===== src/rtl/if_inst_bridge.sv =====
// Instruction-fetch bridge: turns IF-stage PC requests into a single outstanding
// SRAM-like req/addr_ok/data_ok transaction and hands the word back to IF/ID.
module if_inst_bridge #(
    parameter logic [31:0] NOP_INSTR    = 32'h0000_0000,
    parameter bit          USE_KSEG_MAP = 1'b1
) (
    input  logic        clk_i,
    input  logic        rst_i,
    input  logic [31:0] if_pc_i,
    input  logic        if_req_i,
    input  logic        flush_i,
    input  logic        pipe_stall_i,
    output logic [31:0] if_instr_o,
    output logic        if_instr_valid_o,
    output logic        if_stall_req_o,
    output logic        inst_req_o,
    output logic [31:0] inst_addr_o,
    input  logic        inst_addr_ok_i,
    input  logic [31:0] inst_rdata_i,
    input  logic        inst_data_ok_i
);

    typedef enum logic [1:0] {IDLE, ADDR, DATA, HOLD} state_t;

    state_t      state;
    logic        cancel_q;
    logic [31:0] addr_q;
    logic [31:0] buf_q;

    logic        mis;
    logic        req_idle;
    logic [31:0] pc_phys;

    logic [31:0] instr_c;
    logic        valid_c;
    logic        stall_c;
    logic        req_c;
    logic [31:0] addr_c;

    function automatic logic [31:0] map_addr(input logic [31:0] a);
        if (USE_KSEG_MAP && a[31:30] == 2'b10)
            return {3'b000, a[28:0]};
        return a;
    endfunction

    assign mis      = (if_pc_i[1:0] != 2'b00);
    assign req_idle = if_req_i & ~mis & ~flush_i;
    assign pc_phys  = map_addr(if_pc_i);

    always_ff @(posedge clk_i or posedge rst_i) begin
        if (rst_i) begin
            state    <= IDLE;
            cancel_q <= 1'b0;
            addr_q   <= 32'h0;
            buf_q    <= NOP_INSTR;
        end else begin
            case (state)
                IDLE: begin
                    if (req_idle) begin
                        addr_q <= pc_phys;
                        state  <= inst_addr_ok_i ? DATA : ADDR;
                    end
                end
                ADDR: begin
                    // The request stays up through a flush; only the reply is discarded.
                    if (flush_i)
                        cancel_q <= 1'b1;
                    if (inst_addr_ok_i)
                        state <= DATA;
                end
                DATA: begin
                    if (inst_data_ok_i) begin
                        cancel_q <= 1'b0;
                        if (!cancel_q && !flush_i && pipe_stall_i) begin
                            buf_q <= inst_rdata_i;
                            state <= HOLD;
                        end else begin
                            state <= IDLE;
                        end
                    end else if (flush_i) begin
                        cancel_q <= 1'b1;
                    end
                end
                HOLD: begin
                    if (flush_i || !pipe_stall_i)
                        state <= IDLE;
                end
                default: state <= IDLE;
            endcase
        end
    end

    always_comb begin
        instr_c = NOP_INSTR;
        valid_c = 1'b0;
        stall_c = 1'b0;
        req_c   = 1'b0;
        addr_c  = addr_q;
        case (state)
            IDLE: begin
                req_c   = req_idle;
                addr_c  = pc_phys;
                stall_c = req_idle;
            end
            ADDR: begin
                req_c   = 1'b1;
                stall_c = 1'b1;
            end
            DATA: begin
                if (inst_data_ok_i) begin
                    if (!cancel_q && !flush_i) begin
                        instr_c = inst_rdata_i;
                        valid_c = 1'b1;
                    end
                end else begin
                    stall_c = 1'b1;
                end
            end
            HOLD: begin
                if (!flush_i) begin
                    instr_c = buf_q;
                    valid_c = 1'b1;
                end
            end
            default: ;
        endcase
    end

    // Outputs read idle for as long as reset is held, independent of the inputs.
    assign if_instr_o       = rst_i ? NOP_INSTR : instr_c;
    assign if_instr_valid_o = ~rst_i & valid_c;
    assign if_stall_req_o   = ~rst_i & stall_c;
    assign inst_req_o       = ~rst_i & req_c;
    assign inst_addr_o      = rst_i ? 32'h0 : addr_c;

endmodule


===== config.mk =====
export PLATFORM = sky130hd
export DESIGN_NAME = if_inst_bridge
export DESIGN_NICKNAME = d
export VERILOG_FILES = /design/src/rtl/if_inst_bridge.sv
export SDC_FILE = /design/constraint.sdc
export NUM_CORES = 1
export LEC_CHECK = 0
export ABC_CLOCK_PERIOD_IN_PS = 2400
export BUFFER_PORTS_ARGS = -buffer_cell sky130_fd_sc_hd__buf_2
export CELL_PAD_IN_SITES_DETAIL_PLACEMENT = 0
export CELL_PAD_IN_SITES_GLOBAL_PLACEMENT = 1
export CORE_AREA = 2 2 108 110
export CTS_CLUSTER_SIZE = 8
export DETAILED_ROUTE_END_ITERATION = 10
export DIE_AREA = 0 0 110 112
export PLACE_DENSITY_LB_ADDON = 0.08
export SKIP_LAST_GASP = 1
export SYNTH_ARGS = -nofsm -noshare
export SYNTH_HDL_FRONTEND = slang
export SYNTH_SLANG_ARGS = --single-unit

===== constraint.sdc =====
create_clock -name clk_i -period 2.4 [get_ports clk_i]
set_input_delay 0.12 -clock clk_i [delete_from_list [all_inputs] [get_ports clk_i]]
set_output_delay 0.12 -clock clk_i [all_outputs]
set_load 0.02 [all_outputs]

==> results.md, run 1 <==
- Counting every net in the synthesized netlist gives 399.
- The placer's final routability congestion estimate is 0.713.
- The worst setup slack after layout is 0.158 ns.
- The final routed DRC violation total is 0.
- The number of ports placed on the die boundary is 138.
- The count of cells in the finished layout, fillers not included, comes to 602.
- The post-route clock period utilization is 0.934.
- Summed over all cells, the static leakage comes to 2.58 nW.
- The post-CTS repair timing setup buffer count is 0.
- At the pin with the least slew margin, the transition time is 0.866 ns.
- The antenna diode count is 0.
- The setup path with the least slack is of type reg -> out.
- The die boundary height is 112 um.
- The setup skew after layout is 0.00304 ns.
- The clock buffer count from CTS is 9.
- Across the run, the number of max-cap violations was 0.
- Static timing analysis puts the maximum clock frequency at 0.446 GHz.
- The number of buffers between clock root and the deepest sink is 2.
- The number of slew-limit violations in the final report is 0.
- Global routing finished with a remaining overflow of 0.
- The average wire length per cell after detail routing is 15.0 um.
- Wires add up to 9.06 mm.
- For this run, the number of Yosys warnings is 0.
- The minimum setup slack after placement is 0.391 ns.
- The number of iterations in the first detailed-routing pass is 4.
- The area of the die is 0.0123 mm2.
- The count of endpoints failing hold in the final timing report came to 0.
- The total global-route track usage is 0.151.
- For the worst setup path, the data required time is 2.28 ns.
- The mapped netlist covers 0.00383 mm2.
- The initial standard-cell utilization of the core is 0.342.
- In this run the remaining antenna-violating nets after routing total 0.
- Entering global routing, the biggest net connects 68 pins.
- The die is 110 um wide.
- The initial antenna violation count is 0.
- The routed via count is 2875.
- After floorplanning, the core was sized to cover 0.0112 mm2.
- Summed over all nets, the half-perimeter wirelength after detailed placement is 6.14 mm.
- The post-synthesis cell type count is 31.
- The first global-routing pass estimated 14.4 mm of wire.
- Clock-pin slew was measured on the worst setup and hold paths at 0.05 ns.
- The signal arrival time at the worst endpoint is 2.12 ns.
- The path category of the worst min-delay check is in -> reg.
- The top cell types in the final layout, fill and taps aside, are 137 x buf_2, 67 x dfrtp_1, 66 x nor2_1.
- The clock sink total is 67.
- The H-tree generated during clock tree synthesis spans 3 levels.
- The remaining max-slew budget at the tightest pin is 0.423.
- In this run the cell area measured after placement is 0.00466 mm2.
- The gate count of the mapped netlist is 323.
- The sum of negative setup slack is 0 ns.
- After synthesis, the mean cell area works out to 11.8 um2.
- The flow ran to the end, and the final reports show no timing, DRC or antenna violations.
- The cell sitting at the root of the clock tree is a clkbuf_16.
- The number of buffers inserted by port buffering is 137.
- The number of global-route vias before repair is 2845.
- For this run, the register share of the synthesized area comes to 0.438.
- The instance count after placement with tap cells included is 587.
- The worst setup path is captured at an output pin.
- Counting flops and latches in the post-synthesis netlist gives 67.
- Power spread over the standard cell area amounts to 1040 mW/mm2.
- After filler insertion, the fill cell instance count of the layout stands at 1087.
- The first-iteration detailed-routing DRC count is 123.
- Leaving out fill and tap cells, the most frequent cell in the layout is buf_2.
- For the worst-skew pair, the clock arrives at the later sink with an insertion delay of 0.33 ns.
- The maximum fanout count along the critical path is 33.
- From synthesis to final layout, the design area changed by 28.7%.
- The time the worst path needs with I/O delays and setup is 2.24 ns.
- STA classifies the critical path startpoint as a flop.
- The TritonCTS clock tree is done.
- Of the cells placed in the final design, the portion with a size suffix greater than 1 is 0.497.
- The maximum vdd ir drop is 0.000390 V.
- The initialized floorplan defines 39 standard-cell rows.
- The post-cts gate resize count is 0.
- In the routed layout, each cell is associated on average with a via count of 4.78.
- The post-route cell area is 0.00493 mm2.
- Setup repair after global routing left no endpoint under its margin.
- Hold repair after CTS inserted 0 buffers.
- Setup violations remaining at the end of the flow were counted as 0.
- The net total in the final layout is 531.
[Yosys cell counts]
library cell,number,area share
a211oi_1,1,0.0020
a21oi_1,3,0.0039
a22oi_1,32,0.063
a31oi_1,1,0.0016
and2_1,3,0.0049
buf_2,9,0.012
buf_6,3,0.0088
buf_8,3,0.012
clkbuf_1,10,0.0098
dfrtp_1,67,0.44
ha_1,5,0.016
inv_1,6,0.0059
mux2_1,4,0.012
mux2_2,12,0.035
mux2_4,47,0.18
mux2i_1,33,0.086
nand2_1,2,0.0020
nand2_2,1,0.0016
nand2b_1,3,0.0049
nand3b_1,1,0.0020
nor2_1,66,0.065
nor2_8,1,0.0052
nor2b_1,1,0.0016
nor4b_4,1,0.0062
nor4bb_1,1,0.0026
o2111a_1,1,0.0029
o211ai_1,1,0.0020
o21ai_0,2,0.0026
o21ai_1,1,0.0013
o22ai_1,1,0.0016
or3b_4,1,0.0029
[per-layer routing]
| layer | global-route usage | part of all wire |
|---|---|---|
| met1 | 0.208 | 0.46 |
| met2 | 0.227 | 0.47 |
| met3 | 0.0404 | 0.063 |
| met4 | 0.0557 | 0.010 |
| met5 | 0 | 0 |
[where the power goes]
part / switching [mW] / total [mW] / leakage, nW / internal [mW]
sequential: 0.254 / 1.85 / 0.852 / 1.59
clock: 0.461 / 1.18 / 0.132 / 0.716
combinational: 1.00 / 2.11 / 1.59 / 1.10
total: 1.72 / 5.13 / 2.58 / 3.41
[worst paths after layout]
path	startpoint	to	slack (ns)	cells after the start
setup / recovery	state[0]$_DFFE_PP0P_	if_instr_o[30]	0.16	7
hold / removal	inst_rdata_i[19]	buf_q[19]$_DFFE_PP0P_	0.02	2
setup reg to reg	state[0]$_DFFE_PP0P_	buf_q[9]$_DFFE_PP0P_	0.47	6
hold reg to reg	addr_q[1]$_DFFE_PP0P_	addr_q[1]$_DFFE_PP0P_	0.48	1
max in group asynchronous	rst_i	addr_q[10]$_DFFE_PP0P_	1.53	3
min in group asynchronous	rst_i	buf_q[30]$_DFFE_PP0P_	0.33	3
[logic make-up (layout without fill, tap and decap cells)]
| logic type | after synthesis | in the layout | share of synthesized area |
|---|---|---|---|
| buffers and inverters | 31 | 167 | 0.0481 |
| AO/OA/AOI/OAI | 43 | 43 | 0.0808 |
| adder cells (fa/ha/maj) | 5 | 5 | 0.0164 |
| multiplexers | 96 | 96 | 0.318 |
| AND/OR/NAND/NOR | 81 | 81 | 0.0988 |
| flip-flops | 67 | 67 | 0.438 |
[critical path, cell delays in order, from the launching register on]
cell,delay (ns)
dfrtp_1,0.42
inv_1,0.10
ha_2,0.24
nor4bb_4,0.35
buf_12,0.23
a22oi_1,0.09
nor2_1,0.16
buf_2,0.19
[registers in the layout (all words and copies together) (netlist names)]
name      cells
cancel_q      1
state         2
buf_q        32
addr_q       32
[layout make-up]
type | instances | area [um2] | share of cell area
Sequential cell | 67 | 1680 | 0.340
Timing Repair Buffer | 146 | 791 | 0.161
Tap cell | 143 | 179 | 0.0363
Inverter | 6 | 26.3 | 0.00533
Multi-Input combinational cell | 225 | 1990 | 0.404
Clock inverter | 3 | 15.0 | 0.00305
Clock buffer | 12 | 246 | 0.0500
[metrics by stage]
step	utilization	power (mW)	hold slack, ns
after floorplan	-	3.44	0.227
after global placement	0.417	3.96	0.361
after detailed placement	0.417	3.99	0.355
after CTS	0.441	5.21	0.00859
after global routing	0.441	5.48	0.0151
final	0.441	5.13	0.0219
Power figures use the tool's default switching activity.
==> inputs of run 2 (changes only) <==
--- a/config.mk
+++ b/config.mk
@@ -5,14 +5,14 @@
 export SDC_FILE = /design/constraint.sdc
 export NUM_CORES = 1
 export LEC_CHECK = 0
-export ABC_CLOCK_PERIOD_IN_PS = 2400
+export ABC_CLOCK_PERIOD_IN_PS = 2700
 export BUFFER_PORTS_ARGS = -buffer_cell sky130_fd_sc_hd__buf_2
 export CELL_PAD_IN_SITES_DETAIL_PLACEMENT = 0
 export CELL_PAD_IN_SITES_GLOBAL_PLACEMENT = 1
-export CORE_AREA = 2 2 108 110
+export CORE_AREA = 2 2 100 102
 export CTS_CLUSTER_SIZE = 8
 export DETAILED_ROUTE_END_ITERATION = 10
-export DIE_AREA = 0 0 110 112
+export DIE_AREA = 0 0 102 104
 export PLACE_DENSITY_LB_ADDON = 0.08
 export SKIP_LAST_GASP = 1
 export SYNTH_ARGS = -nofsm -noshare
==> constraint.sdc (replaced) <==
create_clock -name clk_i -period 2.7 [get_ports clk_i]
set_input_delay 0.135 -clock clk_i [delete_from_list [all_inputs] [get_ports clk_i]]
set_output_delay 0.135 -clock clk_i [all_outputs]
set_load 0.02 [all_outputs]
==> results.md, run 2 (synthesized netlist as in run 1, its figures left out) <==
- The flow ran to the end, and the final reports show no timing, DRC or antenna violations.
- The initial antenna violation count is 0 (unchanged).
- The worst register-to-register path ends at buf_q[16]$_DFFE_PP0P_.
- The pin count of the biggest net entering global routing is 68 (unchanged).
- The post-route cell area is 0.00484 mm2 (-1.7%).
- The number of buffers inserted by port buffering is 137 (unchanged).
- The cell internal power dissipation came to 2.89 mW (-15%).
- The deepest level of the CTS H-tree is 3 (unchanged).
- The total global-route track usage was 0.167 (+0.0157).
- The setup skew after layout came to 0.0108 ns (+0.00776 ns).
- The number of setup violations in the final report is 0 (unchanged).
- The total buffers and inverters traversed by the critical path is 3 (unchanged).
- The number of iterations in the first detailed-routing pass is 4 (unchanged).
- The average wire length per cell after detail routing was 14.7 um (-2.1%).
- The net total in the final layout came to 532 (+0.19%).
- The switching part of the total is 0.340 (+0.00545).
- The signal on the critical path passes through inv_1 -> ha_1 -> nor4bb_4 -> buf_4 -> a22oi_1 -> nor2_1 -> buf_2.
- The number of nets with antenna violations after detailed routing is 0 (unchanged).
- The antenna diode count is 0 (unchanged).
- The reg-to-reg setup timing slack is 0.65 ns (+0.18 ns).
- The total net switching power came to 1.49 mW (-13%).
- The hold-fix buffer count after cts came to 0 (unchanged).
- In this run the worst setup path terminates at if_instr_o[0].
- The maximum vdd ir drop is 0.000441 V (+13%).
- Leaving out fill and tap cells, the most frequent cell in the layout is buf_2.
- The max-cap check violation count is 0 (unchanged).
- The post-CTS repair timing setup buffer count was 0 (unchanged).
- The clock-pin slew on the worst setup and hold paths is 0.07 ns (+0.02 ns).
- The largest registers in the layout are addr_q x32, buf_q x32, state x2.
- The die boundary height is 104 um (-7.1%).
- The routed via count is 2890 (+0.52%).
- The first-iteration detailed-routing DRC count came to 48 (-61%).
- In the layout the commonest cells are 137 x buf_2, 67 x dfrtp_1, 66 x nor2_1.
- The clock sink total came to 67 (unchanged).
- The total power divided by cell area was 904 mW/mm2 (-13%).
- Setup repair after global routing left no endpoint under its margin.
- The initial standard-cell utilization of the core is 0.401 (+0.0583).
- The insertion delay to the later sink of the worst-skew pair came to 0.33 ns (about the same).
- The site row count is 36 (-7.7%).
- The half-perimeter wire length after placement is 5.95 mm (-3.1%).
- The share of layout cells above drive strength 1 is 0.501 (+0.00435).
- The number of buffers between clock root and the deepest sink came to 2 (unchanged).
- The instance area after placement is 0.00463 mm2 (-0.64%).
- In this run the worst setup path begins at state[0]$_DFFE_PP0P_.
- The global route total overflow is 0 (unchanged).
- The area growth from synthesis to layout is 26.6%.
- The number of inserted filler cells in the final layout was 899 (-17%).
- The clock buffer count from CTS came to 9 (unchanged).
- The proportion of power drawn by flip-flops and latches is 0.377 (+0.017).
- The remaining max-slew budget at the tightest pin is 0.439 (+0.0160).
- The placer's final routability congestion estimate is 0.804 (+13%).
- The count of endpoints failing hold in the final timing report is 0 (unchanged).
- The area of the die is 0.0106 mm2 (-14%).
- The number of global-route vias before repair is 2878 (+1.2%).
- The maximum fanout count along the critical path came to 33 (unchanged).
- The number of cells traversed by the worst register-to-register path was 6 (unchanged).
- The kind of start point of the critical path is a flop.
- The kind of critical path is reg -> out.
- The endpoint kind of the worst setup timing path is an output pin.
- The cell count along the critical path is 7 (unchanged).
- The TritonCTS clock tree is done.
- The maximum clock frequency is 0.421 GHz.
- The number of ports placed on the die boundary is 138 (unchanged).
- The fraction of power consumed by combinational cells is 0.424 (+0.013).
- The pin slew with the least headroom to its limit came to 0.842 ns (-0.0240 ns).
- The wire length of the first global-routing pass is 14.2 mm (-1.6%).
- The delay of the slowest cell on the worst path is 0.43 ns (about the same).
- The sum of negative setup slack is 0 ns (unchanged).
- The routed via count divided by cell count is 4.87 (+1.9%).
- The path category of the worst min-delay check is in -> reg.
- The post-cts gate resize count is 0 (unchanged).
- The leakage power was 2.56 nW (-0.87%).
- The total routed wirelength came to 8.75 mm (-3.4%).
- Grouping stages by cell kind, the critical path spends the most delay in buffers and inverters.
- The final routed DRC violation total came to 0 (unchanged).
- The signal arrival time at the worst endpoint is 2.24 ns (+0.12 ns).
- The number of slew-limit violations in the final report is 0 (unchanged).
- The core area came to 0.00955 mm2 (-15%).
- The clock share of power is 0.199 (-0.031).
- The chip width came to 102 um (-7.3%).
- The tree is rooted in a clkbuf_8.
- The time the worst path needs with I/O delays and setup is 2.37 ns.
- The cell with the biggest individual delay on the critical path is dfrtp_1.
- In this run the critical register-to-register path is launched from state[0]$_DFFE_PP0P_.
- The post-route clock period utilization is 0.880.
- The critical path data required time is 2.57 ns (+0.29 ns).
run 2: final cells by class:
type	instances	area (um2)	area share
clock buffer	12	165	0.0341
tap	133	166	0.0343
clock inverter	4	47.5	0.00981
inverter	6	26.3	0.00542
multi-input combinational	225	1990	0.411
timing repair buffer	147	773	0.160
sequential	67	1680	0.346
run 2: worst min-delay path by stage:
stage | cells after the start | startpoint | slack [ns] | to
floorplan | 1 | inst_data_ok_i | 0.24 | cancel_q$_DFFE_PP0P_
global placement | 2 | inst_rdata_i[20] | 0.37 | buf_q[20]$_DFFE_PP0P_
detailed placement | 2 | inst_data_ok_i | 0.37 | cancel_q$_DFFE_PP0P_
CTS | 2 | inst_data_ok_i | 0.01 | cancel_q$_DFFE_PP0P_
global route | 2 | inst_data_ok_i | 0.03 | cancel_q$_DFFE_PP0P_
finish | 2 | inst_data_ok_i | 0.03 | cancel_q$_DFFE_PP0P_
run 2: routing by layer:
layer	GRT usage	vias to the layer above	share of wire
met5	0	-	0
met4	0.0610	0	0.019
met3	0.0403	14	0.067
met2	0.253	94	0.45
met1	0.231	1378	0.47
li1	-	1404	-
run 2: power by group through the flow:
stage	sequential (mW)	clock (mW)	combinational, mW
2_1_floorplan	1.59	0	1.47
3_3_place_gp	1.65	0	1.86
3_5_place_dp	1.66	0	1.88
4_1_cts	1.65	0.905	1.88
5_1_grt	1.71	0.948	2.02
6_report	1.65	0.873	1.86
run 2: stage by stage:
stage	setup slack [ns]	util	hold slack, ns	power (mW)	cells
6_report	0.325	0.507	0.0341	4.38	594
5_1_grt	0.105	0.507	0.0254	4.67	594
4_1_cts	0.302	0.507	0.0142	4.44	594
3_5_place_dp	0.616	0.485	0.373	3.53	578
3_3_place_gp	0.658	0.485	0.371	3.50	578
2_1_floorplan	0.313	-	0.242	3.06	323
==> inputs of run 3 (changes only) <==
--- a/config.mk
+++ b/config.mk
@@ -6,13 +6,13 @@
 export NUM_CORES = 1
 export LEC_CHECK = 0
 export ABC_CLOCK_PERIOD_IN_PS = 2700
-export BUFFER_PORTS_ARGS = -buffer_cell sky130_fd_sc_hd__buf_2
 export CELL_PAD_IN_SITES_DETAIL_PLACEMENT = 0
 export CELL_PAD_IN_SITES_GLOBAL_PLACEMENT = 1
-export CORE_AREA = 2 2 100 102
+export CORE_AREA = 2 2 96 98
 export CTS_CLUSTER_SIZE = 8
 export DETAILED_ROUTE_END_ITERATION = 10
-export DIE_AREA = 0 0 102 104
+export DIE_AREA = 0 0 98 100
+export DONT_BUFFER_PORTS = 1
 export PLACE_DENSITY_LB_ADDON = 0.08
 export SKIP_LAST_GASP = 1
 export SYNTH_ARGS = -nofsm -noshare
==> results.md, run 3 (synthesized netlist as in run 1, its figures left out) <==
- The flow ran to the end, but the final reports show violations.
- The final reports fail on hold timing.
- The worst setup path is launched from a flop.
- The final routed DRC violation total came to 0 (unchanged).
- The count of endpoints failing hold in the final timing report is 15 (+15).
- The hold-fix buffer count after cts is 63 (+63).
- The kind of critical path is reg -> out.
- The average wire length per cell after detail routing is 17.5 um (+19%).
- The highest layer touched by signal routing is met4.
- The worst setup slack after layout came to 0.194 ns (-0.131 ns).
- The maximum clock frequency is 0.399 GHz (-5.2%).
- The number of cells traversed by the worst register-to-register path is 6 (unchanged).
- The clock-pin slew on the worst setup and hold paths is 0.07 ns (about the same).
- The maximum vdd ir drop is 0.000447 V (+1.5%).
- The net total in the final layout is 457 (-14%).
- The post-route clock period utilization is 0.928 (+0.0486).
- The number of slew-limit violations in the final report was 0 (unchanged).
- The TritonCTS clock tree is done.
- The met2 wire length is 4.18 mm (+7.1%).
- The post-cts gate resize count came to 0 (unchanged).
- The setup skew after layout came to 0.00661 ns (-0.00419 ns).
- The critical path ends at if_instr_o[24].
- In the final layout, the registers with the most flip-flops are addr_q x32, buf_q x32, state x2.
- The minimum setup slack after placement is 0.551 ns (-0.0642 ns).
- The wire length of the first global-routing pass is 14.0 mm (-1.8%).
- The number of iterations in the first detailed-routing pass came to 4 (unchanged).
- The chip width is 98 um (-3.9%).
- The number of buffers between clock root and the deepest sink was 2 (unchanged).
- The sum of routed wire segments on met1 was 3.89 mm (-4.7%).
- The pin slew with the least headroom to its limit is 0.868 ns (+0.0256 ns).
- The pin count of the biggest net entering global routing is 68 (unchanged).
- The deepest level of the CTS H-tree was 3 (unchanged).
- The instance count after placement with tap cells included is 418 (-28%).
- The core occupancy in the finished layout is 0.539 (+0.0321).
- The post-CTS repair timing setup buffer count was 0 (unchanged).
- The area growth from synthesis to layout is 25.3%.
- The initial standard-cell utilization of the core came to 0.430 (+0.0297).
- The sum of negative setup slack was 0 ns (unchanged).
- The area of the die came to 0.00980 mm2 (-7.6%).
- The leakage power was 2.20 nW (-14%).
- The number of global-route vias before repair is 2850 (-0.97%).
- The first-iteration detailed-routing DRC count was 79 (+65%).
- The path class of the tightest hold or removal check is in -> async.
- The share of layout cells above drive strength 1 is 0.238 (-0.263).
- Leaving out fill and tap cells, the most frequent cells in the layout are 67 x dfrtp_1, 66 x nor2_1, 63 x dlygate4sd3_1.
- The startpoint of the worst-slack reg-to-reg timing path is state[0]$_DFFE_PP0P_.
- The core area came to 0.00889 mm2 (-6.9%).
- The total global-route track usage came to 0.178 (+0.0110).
- The clock sink total is 67 (unchanged).
- The die boundary height came to 100 um (-3.8%).
- Setup repair after global routing left no endpoint under its margin.
- The tightest hold margin was -0.00480 ns (-0.0389 ns).
- The post-route cell area came to 0.00480 mm2 (-1.0%).
- The insertion delay to the later sink of the worst-skew pair is 0.34 ns (about the same).
- The half-perimeter wire length after placement was 5.17 mm (-13%).
- The signal arrival time at the worst endpoint is 2.37 ns (+0.13 ns).
- The number of buffers inserted by port buffering is 0 (-100%).
- The clock buffer count from CTS is 9 (unchanged).
- The remaining max-slew budget at the tightest pin is 0.422 (-0.0171).
- The placer's final routability congestion estimate came to 0.722 (-10%).
- The routed via count divided by cell count came to 5.39 (+11%).
- The commonest non-fill, non-tap cell in the layout is dfrtp_1.
- The time the worst path needs with I/O delays and setup is 2.51 ns (+0.131 ns).
- The maximum fanout count along the critical path was 33 (unchanged).
- The number of nets with antenna violations after detailed routing is 0 (unchanged).
- The critical path starts at state[0]$_DFFE_PP0P_.
- The global route total overflow was 0 (unchanged).
- The total routed wirelength was 8.71 mm (-0.43%).
- The number of setup violations in the final report is 0 (unchanged).
- The total power divided by cell area is 914 mW/mm2 (+1.2%).
- The root buffer cell is clkbuf_8.
- The antenna diode count came to 0 (unchanged).
- The site row count is 35 (-2.8%).
- The max-cap check violation count is 0 (unchanged).
- The met3 wire length came to 522 um (-11%).
- The routed via count is 2680 (-7.3%).
- The count of non-filler cells in the finished layout is 497 (-16%).
- The overall power consumption is 4.38 mW (+0.15%).
- The critical path data required time is 2.57 ns (about the same).
- The reg-to-reg setup timing slack is 0.62 ns (-0.03 ns).
- The initial antenna violation count is 0 (unchanged).
- The worst register-to-register path ends at buf_q[4]$_DFFE_PP0P_.
- The instance area after placement is 0.00392 mm2 (-15%).
- The worst setup path is captured at an output pin.
- The number of ports placed on the die boundary is 138 (unchanged).
[run 3: how the worst min path moves through the flow]
stage / depth (start not counted) / start / end
detailed placement: 1 / inst_data_ok_i / cancel_q$_DFFE_PP0P_
CTS: 2 / rst_i / buf_q[17]$_DFFE_PP0P_
global placement: 1 / inst_data_ok_i / cancel_q$_DFFE_PP0P_
floorplan: 1 / inst_data_ok_i / cancel_q$_DFFE_PP0P_
finish: 2 / rst_i / cancel_q$_DFFE_PP0P_
global route: 2 / if_pc_i[30] / addr_q[29]$_DFFE_PP0P_
[run 3: power breakdown]
| group | switching, mW | internal [mW] |
|---|---|---|
| logic | 0.824 | 0.900 |
| clock network | 0.382 | 0.636 |
| registers | 0.230 | 1.41 |
[run 3: metal layers]
metal  vias to the layer above  GRT usage
met5                         -          0
met4                         0     0.0427
met3                         9     0.0543
met2                        86      0.301
met1                      1337      0.225
li1                       1248          -
[run 3: cell type report]
type / count / area (um2)
repair buffers: 72 / 723
clock buffers: 11 / 141
clock inverters: 5 / 100
inverters: 6 / 26.3
well taps: 111 / 139
fillers: 782 / 4090
multi-input cells: 225 / 1990
flip-flops and latches: 67 / 1680
[run 3: worst max-delay path, stage by stage (launching register included)]
cell      delay (ns)
dfrtp_1         0.43
inv_1           0.10
ha_1            0.29
nor4bb_4        0.33
buf_4           0.39
a22oi_1         0.12
nor2_1          0.38
